**config.mk**
```make
export PLATFORM = sky130hd
export DESIGN_NAME = p3_buf_ctrl_flat
export DESIGN_NICKNAME = d
export VERILOG_FILES = /design/src/rtl/p3_buf_ctrl_if.sv /design/src/rtl/p3_buf_ctrl.sv /design/src/flat_wrapper.sv
export SDC_FILE = /design/constraint.sdc
export NUM_CORES = 1
export LEC_CHECK = 0
export CAP_MARGIN = 20
export CORE_MARGIN = 3
export CORE_UTILIZATION = 50
export CTS_BUF_LIST = sky130_fd_sc_hd__clkbuf_4
export DETAILED_ROUTE_END_ITERATION = 12
export PLACE_DENSITY = 0.68
export SLEW_MARGIN = 20
export SYNTH_ARGS = -nofsm -noshare
export SYNTH_HDL_FRONTEND = slang
export SYNTH_SLANG_ARGS = --single-unit
export TNS_END_PERCENT = 1
```
**constraint.sdc**
```tcl
create_clock -name clk -period 5.1 [get_ports clk]
set_input_delay 0.51 -clock clk [delete_from_list [all_inputs] [get_ports clk]]
set_output_delay 0.51 -clock clk [all_outputs]
set_load 0.1 [all_outputs]
```
**src/rtl/p3_buf_ctrl_if.sv**
```systemverilog
// Agent handshake bundle for the packet buffer ownership controller.
// Pulses come from the agents, ownership selects go back to the mux stage.
interface p3_buf_ctrl_if #(
  parameter int IDX_WIDTH = 2
);
  logic                 sn_done;
  logic                 cpu_acc;
  logic                 cpu_rej;
  logic                 fwd_done;
  logic                 sn_rdy;
  logic                 cpu_rdy;
  logic                 fwd_rdy;
  logic [IDX_WIDTH-1:0] sn_sel;
  logic [IDX_WIDTH-1:0] cpu_sel;
  logic [IDX_WIDTH-1:0] fwd_sel;
  logic [IDX_WIDTH-1:0] ping_sel;
  logic [IDX_WIDTH-1:0] pang_sel;
  logic [IDX_WIDTH-1:0] pong_sel;
  logic [IDX_WIDTH-1:0] free_cnt;

  modport master (
    output sn_done, cpu_acc, cpu_rej, fwd_done,
    input  sn_rdy, cpu_rdy, fwd_rdy,
    input  sn_sel, cpu_sel, fwd_sel,
    input  ping_sel, pang_sel, pong_sel,
    input  free_cnt
  );

  modport slave (
    input  sn_done, cpu_acc, cpu_rej, fwd_done,
    output sn_rdy, cpu_rdy, fwd_rdy,
    output sn_sel, cpu_sel, fwd_sel,
    output ping_sel, pang_sel, pong_sel,
    output free_cnt
  );
endinterface

```
**src/rtl/p3_buf_ctrl.sv**
```systemverilog
// Ownership controller for the ping/pang/pong packet buffers.
// Snooper fills, CPU filters, forwarder drains, strictly in fill order.
module p3_buf_ctrl #(
  parameter int NUM_BUFS  = 3,
  parameter int IDX_WIDTH = 2
) (
  input  logic          clk,
  input  logic          rst,
  p3_buf_ctrl_if.slave  bus
);

  typedef enum logic [2:0] {
    ST_EMPTY,
    ST_SN,
    ST_READY,
    ST_CPU,
    ST_ACC,
    ST_FWD
  } bst_e;

  typedef logic [IDX_WIDTH-1:0] idx_t;

  bst_e       st_q [NUM_BUFS];
  bst_e       st_d [NUM_BUFS];
  idx_t       rq_q [NUM_BUFS];
  idx_t       rq_d [NUM_BUFS];
  idx_t       aq_q [NUM_BUFS];
  idx_t       aq_d [NUM_BUFS];
  logic [1:0] rq_cnt_q;
  logic [1:0] rq_cnt_d;
  logic [1:0] aq_cnt_q;
  logic [1:0] aq_cnt_d;

  logic sn_own;
  logic cpu_own;
  logic fwd_own;
  idx_t sn_idx;
  idx_t cpu_idx;
  idx_t fwd_idx;
  logic has_empty;
  idx_t emp_idx;
  logic [1:0] free_cnt;

  logic sn_rel;
  logic cpu_rej_v;
  logic cpu_acc_v;
  logic fwd_rel;
  logic sn_gnt;
  logic cpu_gnt;
  logic fwd_gnt;

  idx_t buf_sel [NUM_BUFS];

  // Locate each agent's buffer, the lowest free buffer and the free count.
  always_comb begin
    sn_own    = 1'b0;
    cpu_own   = 1'b0;
    fwd_own   = 1'b0;
    sn_idx    = '0;
    cpu_idx   = '0;
    fwd_idx   = '0;
    has_empty = 1'b0;
    emp_idx   = '0;
    free_cnt  = '0;
    for (int b = NUM_BUFS - 1; b >= 0; b--) begin
      unique case (st_q[b])
        ST_SN: begin
          sn_own = 1'b1;
          sn_idx = idx_t'(b);
        end
        ST_CPU: begin
          cpu_own = 1'b1;
          cpu_idx = idx_t'(b);
        end
        ST_FWD: begin
          fwd_own = 1'b1;
          fwd_idx = idx_t'(b);
        end
        ST_EMPTY: begin
          has_empty = 1'b1;
          emp_idx   = idx_t'(b);
          free_cnt  = free_cnt + 2'd1;
        end
        default: ;
      endcase
    end
  end

  // Qualify pulses against current ownership; grants need an idle agent.
  always_comb begin
    sn_rel    = sn_own & bus.sn_done;
    cpu_rej_v = cpu_own & bus.cpu_rej;
    cpu_acc_v = cpu_own & bus.cpu_acc & ~bus.cpu_rej;
    fwd_rel   = fwd_own & bus.fwd_done;
    sn_gnt    = ~sn_own & ~bus.sn_done & has_empty;
    cpu_gnt   = ~cpu_own & ~bus.cpu_acc & ~bus.cpu_rej
              & (rq_cnt_q != 2'd0);
    fwd_gnt   = ~fwd_own & ~bus.fwd_done
              & (aq_cnt_q != 2'd0);
  end

  // Next buffer states and queue contents from pre-edge state only.
  always_comb begin
    st_d     = st_q;
    rq_d     = rq_q;
    aq_d     = aq_q;
    rq_cnt_d = rq_cnt_q;
    aq_cnt_d = aq_cnt_q;

    if (sn_rel)
      st_d[sn_idx] = ST_READY;
    if (cpu_rej_v)
      st_d[cpu_idx] = ST_EMPTY;
    else if (cpu_acc_v)
      st_d[cpu_idx] = ST_ACC;
    if (fwd_rel)
      st_d[fwd_idx] = ST_EMPTY;

    if (sn_gnt)
      st_d[emp_idx] = ST_SN;
    if (cpu_gnt)
      st_d[rq_q[0]] = ST_CPU;
    if (fwd_gnt)
      st_d[aq_q[0]] = ST_FWD;

    if (cpu_gnt) begin
      for (int i = 0; i < NUM_BUFS - 1; i++)
        rq_d[i] = rq_q[i+1];
      rq_cnt_d = rq_cnt_q - 2'd1;
    end
    if (sn_rel && (rq_cnt_d < 2'(NUM_BUFS))) begin
      rq_d[rq_cnt_d] = sn_idx;
      rq_cnt_d       = rq_cnt_d + 2'd1;
    end

    if (fwd_gnt) begin
      for (int i = 0; i < NUM_BUFS - 1; i++)
        aq_d[i] = aq_q[i+1];
      aq_cnt_d = aq_cnt_q - 2'd1;
    end
    if (cpu_acc_v && (aq_cnt_d < 2'(NUM_BUFS))) begin
      aq_d[aq_cnt_d] = cpu_idx;
      aq_cnt_d       = aq_cnt_d + 2'd1;
    end
  end

  // State register; reset drops every owner and both queues.
  always_ff @(posedge clk) begin
    if (rst) begin
      for (int b = 0; b < NUM_BUFS; b++) begin
        st_q[b] <= ST_EMPTY;
        rq_q[b] <= '0;
        aq_q[b] <= '0;
      end
      rq_cnt_q <= '0;
      aq_cnt_q <= '0;
    end else begin
      st_q     <= st_d;
      rq_q     <= rq_d;
      aq_q     <= aq_d;
      rq_cnt_q <= rq_cnt_d;
      aq_cnt_q <= aq_cnt_d;
    end
  end

  // Per-buffer owner code: 01 snooper, 10 CPU, 11 forwarder.
  always_comb begin
    for (int b = 0; b < NUM_BUFS; b++) begin
      unique case (st_q[b])
        ST_SN:   buf_sel[b] = 2'b01;
        ST_CPU:  buf_sel[b] = 2'b10;
        ST_FWD:  buf_sel[b] = 2'b11;
        default: buf_sel[b] = 2'b00;
      endcase
    end
  end

  // Drive the mux-stage selects straight from registered state.
  always_comb begin
    bus.sn_rdy   = sn_own;
    bus.cpu_rdy  = cpu_own;
    bus.fwd_rdy  = fwd_own;
    bus.sn_sel   = sn_own  ? sn_idx  + 2'd1 : 2'b00;
    bus.cpu_sel  = cpu_own ? cpu_idx + 2'd1 : 2'b00;
    bus.fwd_sel  = fwd_own ? fwd_idx + 2'd1 : 2'b00;
    bus.ping_sel = buf_sel[0];
    bus.pang_sel = buf_sel[1];
    bus.pong_sel = buf_sel[2];
    bus.free_cnt = free_cnt;
  end

endmodule

```
**src/flat_wrapper.sv**
```systemverilog
// flat-port wrapper written by rule: the top's interface ports become plain ports
module p3_buf_ctrl_flat 
#(
  parameter int NUM_BUFS  = 3,
  parameter int IDX_WIDTH = 2
)
  (clk, rst, bus_sn_done, bus_cpu_acc, bus_cpu_rej, bus_fwd_done, bus_sn_rdy, bus_cpu_rdy, bus_fwd_rdy, bus_sn_sel, bus_cpu_sel, bus_fwd_sel, bus_ping_sel, bus_pang_sel, bus_pong_sel, bus_free_cnt);
  p3_buf_ctrl_if #(.IDX_WIDTH(IDX_WIDTH)) bus_i ();
  input  logic clk;
  input  logic rst;
  input wire logic [$bits(bus_i.sn_done)-1:0] bus_sn_done;
  input wire logic [$bits(bus_i.cpu_acc)-1:0] bus_cpu_acc;
  input wire logic [$bits(bus_i.cpu_rej)-1:0] bus_cpu_rej;
  input wire logic [$bits(bus_i.fwd_done)-1:0] bus_fwd_done;
  output wire logic [$bits(bus_i.sn_rdy)-1:0] bus_sn_rdy;
  output wire logic [$bits(bus_i.cpu_rdy)-1:0] bus_cpu_rdy;
  output wire logic [$bits(bus_i.fwd_rdy)-1:0] bus_fwd_rdy;
  output wire logic [$bits(bus_i.sn_sel)-1:0] bus_sn_sel;
  output wire logic [$bits(bus_i.cpu_sel)-1:0] bus_cpu_sel;
  output wire logic [$bits(bus_i.fwd_sel)-1:0] bus_fwd_sel;
  output wire logic [$bits(bus_i.ping_sel)-1:0] bus_ping_sel;
  output wire logic [$bits(bus_i.pang_sel)-1:0] bus_pang_sel;
  output wire logic [$bits(bus_i.pong_sel)-1:0] bus_pong_sel;
  output wire logic [$bits(bus_i.free_cnt)-1:0] bus_free_cnt;
  assign bus_i.sn_done = bus_sn_done;
  assign bus_i.cpu_acc = bus_cpu_acc;
  assign bus_i.cpu_rej = bus_cpu_rej;
  assign bus_i.fwd_done = bus_fwd_done;
  assign bus_sn_rdy = bus_i.sn_rdy;
  assign bus_cpu_rdy = bus_i.cpu_rdy;
  assign bus_fwd_rdy = bus_i.fwd_rdy;
  assign bus_sn_sel = bus_i.sn_sel;
  assign bus_cpu_sel = bus_i.cpu_sel;
  assign bus_fwd_sel = bus_i.fwd_sel;
  assign bus_ping_sel = bus_i.ping_sel;
  assign bus_pang_sel = bus_i.pang_sel;
  assign bus_pong_sel = bus_i.pong_sel;
  assign bus_free_cnt = bus_i.free_cnt;
  p3_buf_ctrl #(.NUM_BUFS(NUM_BUFS), .IDX_WIDTH(IDX_WIDTH)) u_core (.clk(clk), .rst(rst), .bus(bus_i));
endmodule
```
# Word-level counts from Yosys, hierarchy flattened
# Index checks and enable logic that the tools add are counted.
dict set report op_classes {
  n_mux 66
  n_addsub 9
  eq_ne 9
  reduce_logical 15
  n_bitwise 46
  n_lt_le_gt_ge 18
}
# op count
set op_table {}
lappend op_table {{$mux 9} 7}
lappend op_table {{$mux 2} 23}
lappend op_table {{$demux 3 s2} 6}
lappend op_table {{$ge 3x3->1 const B} 8}
lappend op_table {{$lt 3x1->1 const B} 8}
lappend op_table {{$not 2->3} 8}
lappend op_table {{$and 6x6->6} 3}
lappend op_table {{$and 9x9->9} 2}
lappend op_table {{$mux 3} 6}
lappend op_table {{$not 6->6} 3}
lappend op_table {{$not 9->9} 2}
lappend op_table {{$pmux 2 s3} 3}
lappend op_table {{$mux 1} 13}
lappend op_table {{$add 2x1->2 const B} 6}
lappend op_table {{$and 1x1->1} 12}
lappend op_table {{$bwmux 6} 2}
lappend op_table {{$mux 6} 2}
lappend op_table {{$or 6x6->6} 2}
lappend op_table {{$logic_and 1x1->1} 10}
lappend op_table {{$eq 3x1->1 const B} 3}
lappend op_table {{$eq 3x2->1 const B} 3}
lappend op_table {{$eq 3x3->1 const B} 3}
lappend op_table {{$logic_not 3->1} 3}
lappend op_table {{$or 3x3->3} 3}
lappend op_table {{9 further kinds} 22}
dict set report totals {
  output_inout_bits 17
  register_bits 25
  word_cells 174
  input_bits 6
}

# Longest topological paths before layout
dict set report depth {
  ltp_word 23
  mapped_depth 14
  ltp_nobuf 13
}

# Worst setup path after synthesis
# OpenSTA, ideal clock, no wires.
dict set report synth_path {
  path_kind {register to output}
  startpoint {register u_core.st_q[0] (netlist bit)}
  endpoint {output bus_fwd_sel[1]}
  path_slack_ns 1.299
  stages_incl_launch_ff 5
  required_ns 4.590
  arrival_ns 3.291
  n_path_buf 0
  cell_sequence {dfxtp_1 > nor2b_1 > nand4_1 > ha_1 > and2_1}
}
dict set report synth_via {
  elab_chain_cells 6
  elab_cells_between_ends 9
  classes_between {add/sub: 1; eq/ne: 1; mux: 7}
}
# element line_no
set synth_rtl {}
lappend synth_rtl {{start, declared} p3_buf_ctrl.sv:23} ;# bst_e st_q [NUM_BUFS];
lappend synth_rtl {{start signal, assigned} p3_buf_ctrl.sv:158} ;# st_q <= st_d;
lappend synth_rtl {{$eq 3x3->1 *} p3_buf_ctrl.sv:66} ;# unique case (st_q[b])
lappend synth_rtl {{$mux 2 (3 in series)} p3_buf_ctrl.sv:66}
lappend synth_rtl {{$add 2x1->2} p3_buf_ctrl.sv:185} ;# bus.fwd_sel = fwd_own ? fwd_idx + 2'd1 : 2'b00;
lappend synth_rtl {{$mux 2 *} p3_buf_ctrl.sv:185}
lappend synth_rtl {{end, declared} flat_wrapper.sv:20} ;# output wire logic [$bits(bus_i.fwd_sel)-1:0] bus_fwd_sel;
# Mark *: on every way between the ends. The rest lies on a longest branch, timed or not.

# Worst setup path after layout
dict set report layout_path {
  startpoint {register u_core.st_q[3] (netlist bit)}
  endpoint {output bus_sn_sel[1]}
}
dict set report layout_via {
  elab_chain_cells 5
  elab_cells_between_ends 7
  classes_between {add/sub: 1; eq/ne: 1; mux: 5}
}
# element line_no
set layout_rtl {}
lappend layout_rtl {{$eq 3x1->1 *} p3_buf_ctrl.sv:66}
lappend layout_rtl {{$mux 2 (2 in series)} p3_buf_ctrl.sv:66}
lappend layout_rtl {{$add 2x1->2} p3_buf_ctrl.sv:183} ;# bus.sn_sel = sn_own ? sn_idx + 2'd1 : 2'b00;
lappend layout_rtl {{$mux 2 *} p3_buf_ctrl.sv:183}
lappend layout_rtl {{end, declared} flat_wrapper.sv:18} ;# output wire logic [$bits(bus_i.sn_sel)-1:0] bus_sn_sel;
# Marks and branches as above.

==> out/qor.yml <==
outcome:
  status: "finished clean"
route:
  wl_per_cell_um: 14.7
  drc: 0
  num_vias: 1749
  drtIter0Drc: 72
  dr.pass1.iters: 4
  drt_wl_total_mm: 4.50
  postRouteAntennaNets: 0
  vias_per_cell: 5.73
global_route:
  grt_pass1_wl_mm: 7.53
  grtUsageTotal_pct: 18.6
  grt_pass1_vias: 1646
  grt.overflow.total: 0
  grt_max_degree: 28
  antenna_found_initial: 0
synthesis:
  ys_seq_area_share_pct: 24.5
  syn_avg_cell_area_um2: 8.50
  synth_edf_count: 0
  synthArstFlopShare_pct: 0
  syn-cell-area_mm2: 0.00204
  synth_seq_cells: 25
  syn_inst: 240
  yosysWarnings: 0
  synth.distinct_cells: 57
  synthFlopType: "dfxtp_1"
  synth_nets: 268
clock_tree:
  cts_root_buffer: "clkbuf_4"
  h-tree-depth: 1
  cts_tree: "done"
  worstSkewPairLatency_ns: 0.33
  cts_buffers: 3
  ctsHoldBuffers: 0
  cts.sinks: 25
  cts_setup_buffers: 0
  cts_max_path_buffers: 2
  cts-resized-gates: 0
  clk_pin_slew_ns: 0.16
timing:
  fmax_mhz: 263
  hold_viol_final: 0
  setup_viol: 0
  tns_ns: 0
  setup_slack_ns: 1.30
  drv_slew: 0
  rsz0062_at_grt: "no"
  worst_clock_skew_ns: 0.00752
  slew_headroom_pct: 34.3
  min_period_over_period_pct: 74.5
  worst_pin_slew_ns: 0.983
  period_needed_ns: 3.80
floorplanning:
  start_util_pct: 53.7
  core_area_mm2: 0.00380
  die_h_um: 69.9
  rows: 22
  dieArea_mm2: 0.00488
  ios: 23
  die_w_um: 69.9
layout:
  drive_gt1_share_pct: 8.17
  final_common_cell: "dfxtp_1"
  fill_cells: 381
  antenna_cells: 0
  mostFrequentLayoutCells: "dfxtp_1, ha_1, clkdlybuf4s50_1"
  area_delta_synth_final_pct: 12.8
  fin_nets: 286
setup_path:
  critPathMaxFanout: 8
  rrSetupSlack_ns: 1.79
  crit_required_ns: 4.59
  start_kind: "flip-flop"
  startpoint: "u_core.st_q[3]$_SDFF_PP0_"
  critical_path_class: "flip-flop to output pin"
  r2r_end: "u_core.rq_q[5]$_SDFF_PP0_"
  cp-end-kind: "output pin"
  r2r_cells: 8
  crit_arrival_ns: 3.29
  r2r-start: "u_core.st_q[5]$_SDFF_PP0_"
min_path:
  worstHoldPathCells: 2
  hold_class: "flip-flop to flip-flop"
placed_design:
  portBuffers: 22
  dpl.hpwl_mm: 3.43
  gp_congestion: 0.841
  post-place-ws_ns: 1.27
flow_run:
  maxCapViolations: 0
power:
  p_per_area_mw_per_mm2: 559
  ir_drop_mv: 0.416
  p_leak_nw: 0.983
-- stage by stage --
step	instances	power [mW]	area, µm²	hold slack [ns]	util [%]
3_5_place_dp	301	1.19	2270	0.448	59.8
5_1_grt	305	1.38	2300	0.495	60.6
3_3_place_gp	301	1.18	2270	0.448	59.8
2_1_floorplan	240	1.01	2040	0.436	-
6_report	305	1.29	2300	0.472	60.6
4_1_cts	305	1.29	2300	0.468	60.6
-- cell families (layout without fill, tap and decap cells) --
family / after synthesis / in the layout / share of synthesized area (%)
multiplexers: 12 / 12 / 6.13
AO/OA/AOI/OAI: 45 / 45 / 17.5
XOR/XNOR: 7 / 7 / 3.37
buffers and inverters: 30 / 47 / 6.50
flip-flops: 25 / 25 / 24.5
adder cells (fa/ha/maj): 22 / 22 / 13.5
AND/OR/NAND/NOR: 99 / 99 / 28.4
-- critical path, cell delays in order, from the launching register on --
cell and delay [ns]:
dfxtp_1 0.49, or3b_1 0.45, nor2_1 0.36, inv_1 0.12, ha_1 0.29, and2_1 0.11
clkdlybuf4s50_1 1.12
-- cells in the mapped netlist (3+ instances only) --
library cell  instances  area (µm²)
a211oi_1              5        37.5
a21oi_1              11        55.1
a311oi_1              5        43.8
and2_1                7        43.8
buf_2                 4        20.0
dfxtp_1              25         500
ha_1                 22         275
inv_1                19        71.3
mux2i_1               8        80.1
nand2_1              10        37.5
nand2b_1              5        31.3
nand3_1              10        50.1
nand3b_1              6        45.0
nand4_1               5        31.3
nor2_1               20        75.1
nor2b_1               4        25.0
nor3_1                6        30.0
nor3b_1               4        30.0
o32ai_1               3        26.3
or3_1                 5        31.3
or3b_1                4        35.0
xnor2_1               3        26.3
xor2_1                3        26.3
-- per-layer routing --
| metal | global-route usage (%) | wire [µm] |
|---|---|---|
| met5 | 0 | 0 |
| met1 | 25.9 | 2280 |
| met4 | 3.83 | 27 |
| met3 | 4.17 | 148 |
| met2 | 29.5 | 2040 |
-- area by class of cell --
type | count | area (µm²) | share of cell area [%]
multi-input combinational | 185 | 1410 | 61.1
clock inverter | 1 | 8.76 | 0.380
inverter | 20 | 75.1 | 3.26
sequential | 25 | 500 | 21.7
tap | 48 | 60.1 | 2.61
clock buffer | 3 | 22.5 | 0.978
timing repair buffer | 23 | 228 | 9.89
-- worst max path at each step --
stage and endpoint:
4_1_cts bus_sn_sel[1], 6_report bus_sn_sel[1], 2_1_floorplan bus_fwd_sel[1], 3_3_place_gp u_core.rq_q[3]$_SDFF_PP0_, 3_5_place_dp u_core.rq_q[4]$_SDFF_PP0_, 5_1_grt bus_sn_sel[1]
-- power by group --
group          internal, mW  total (mW)  switching, mW  leakage (nW)
Sequential            0.232       0.282         0.0493         0.202
Clock                0.0320      0.0993         0.0673        0.0183
Combinational         0.261       0.907          0.646         0.762
No activity file was read; power rests on OpenSTA's default activity.
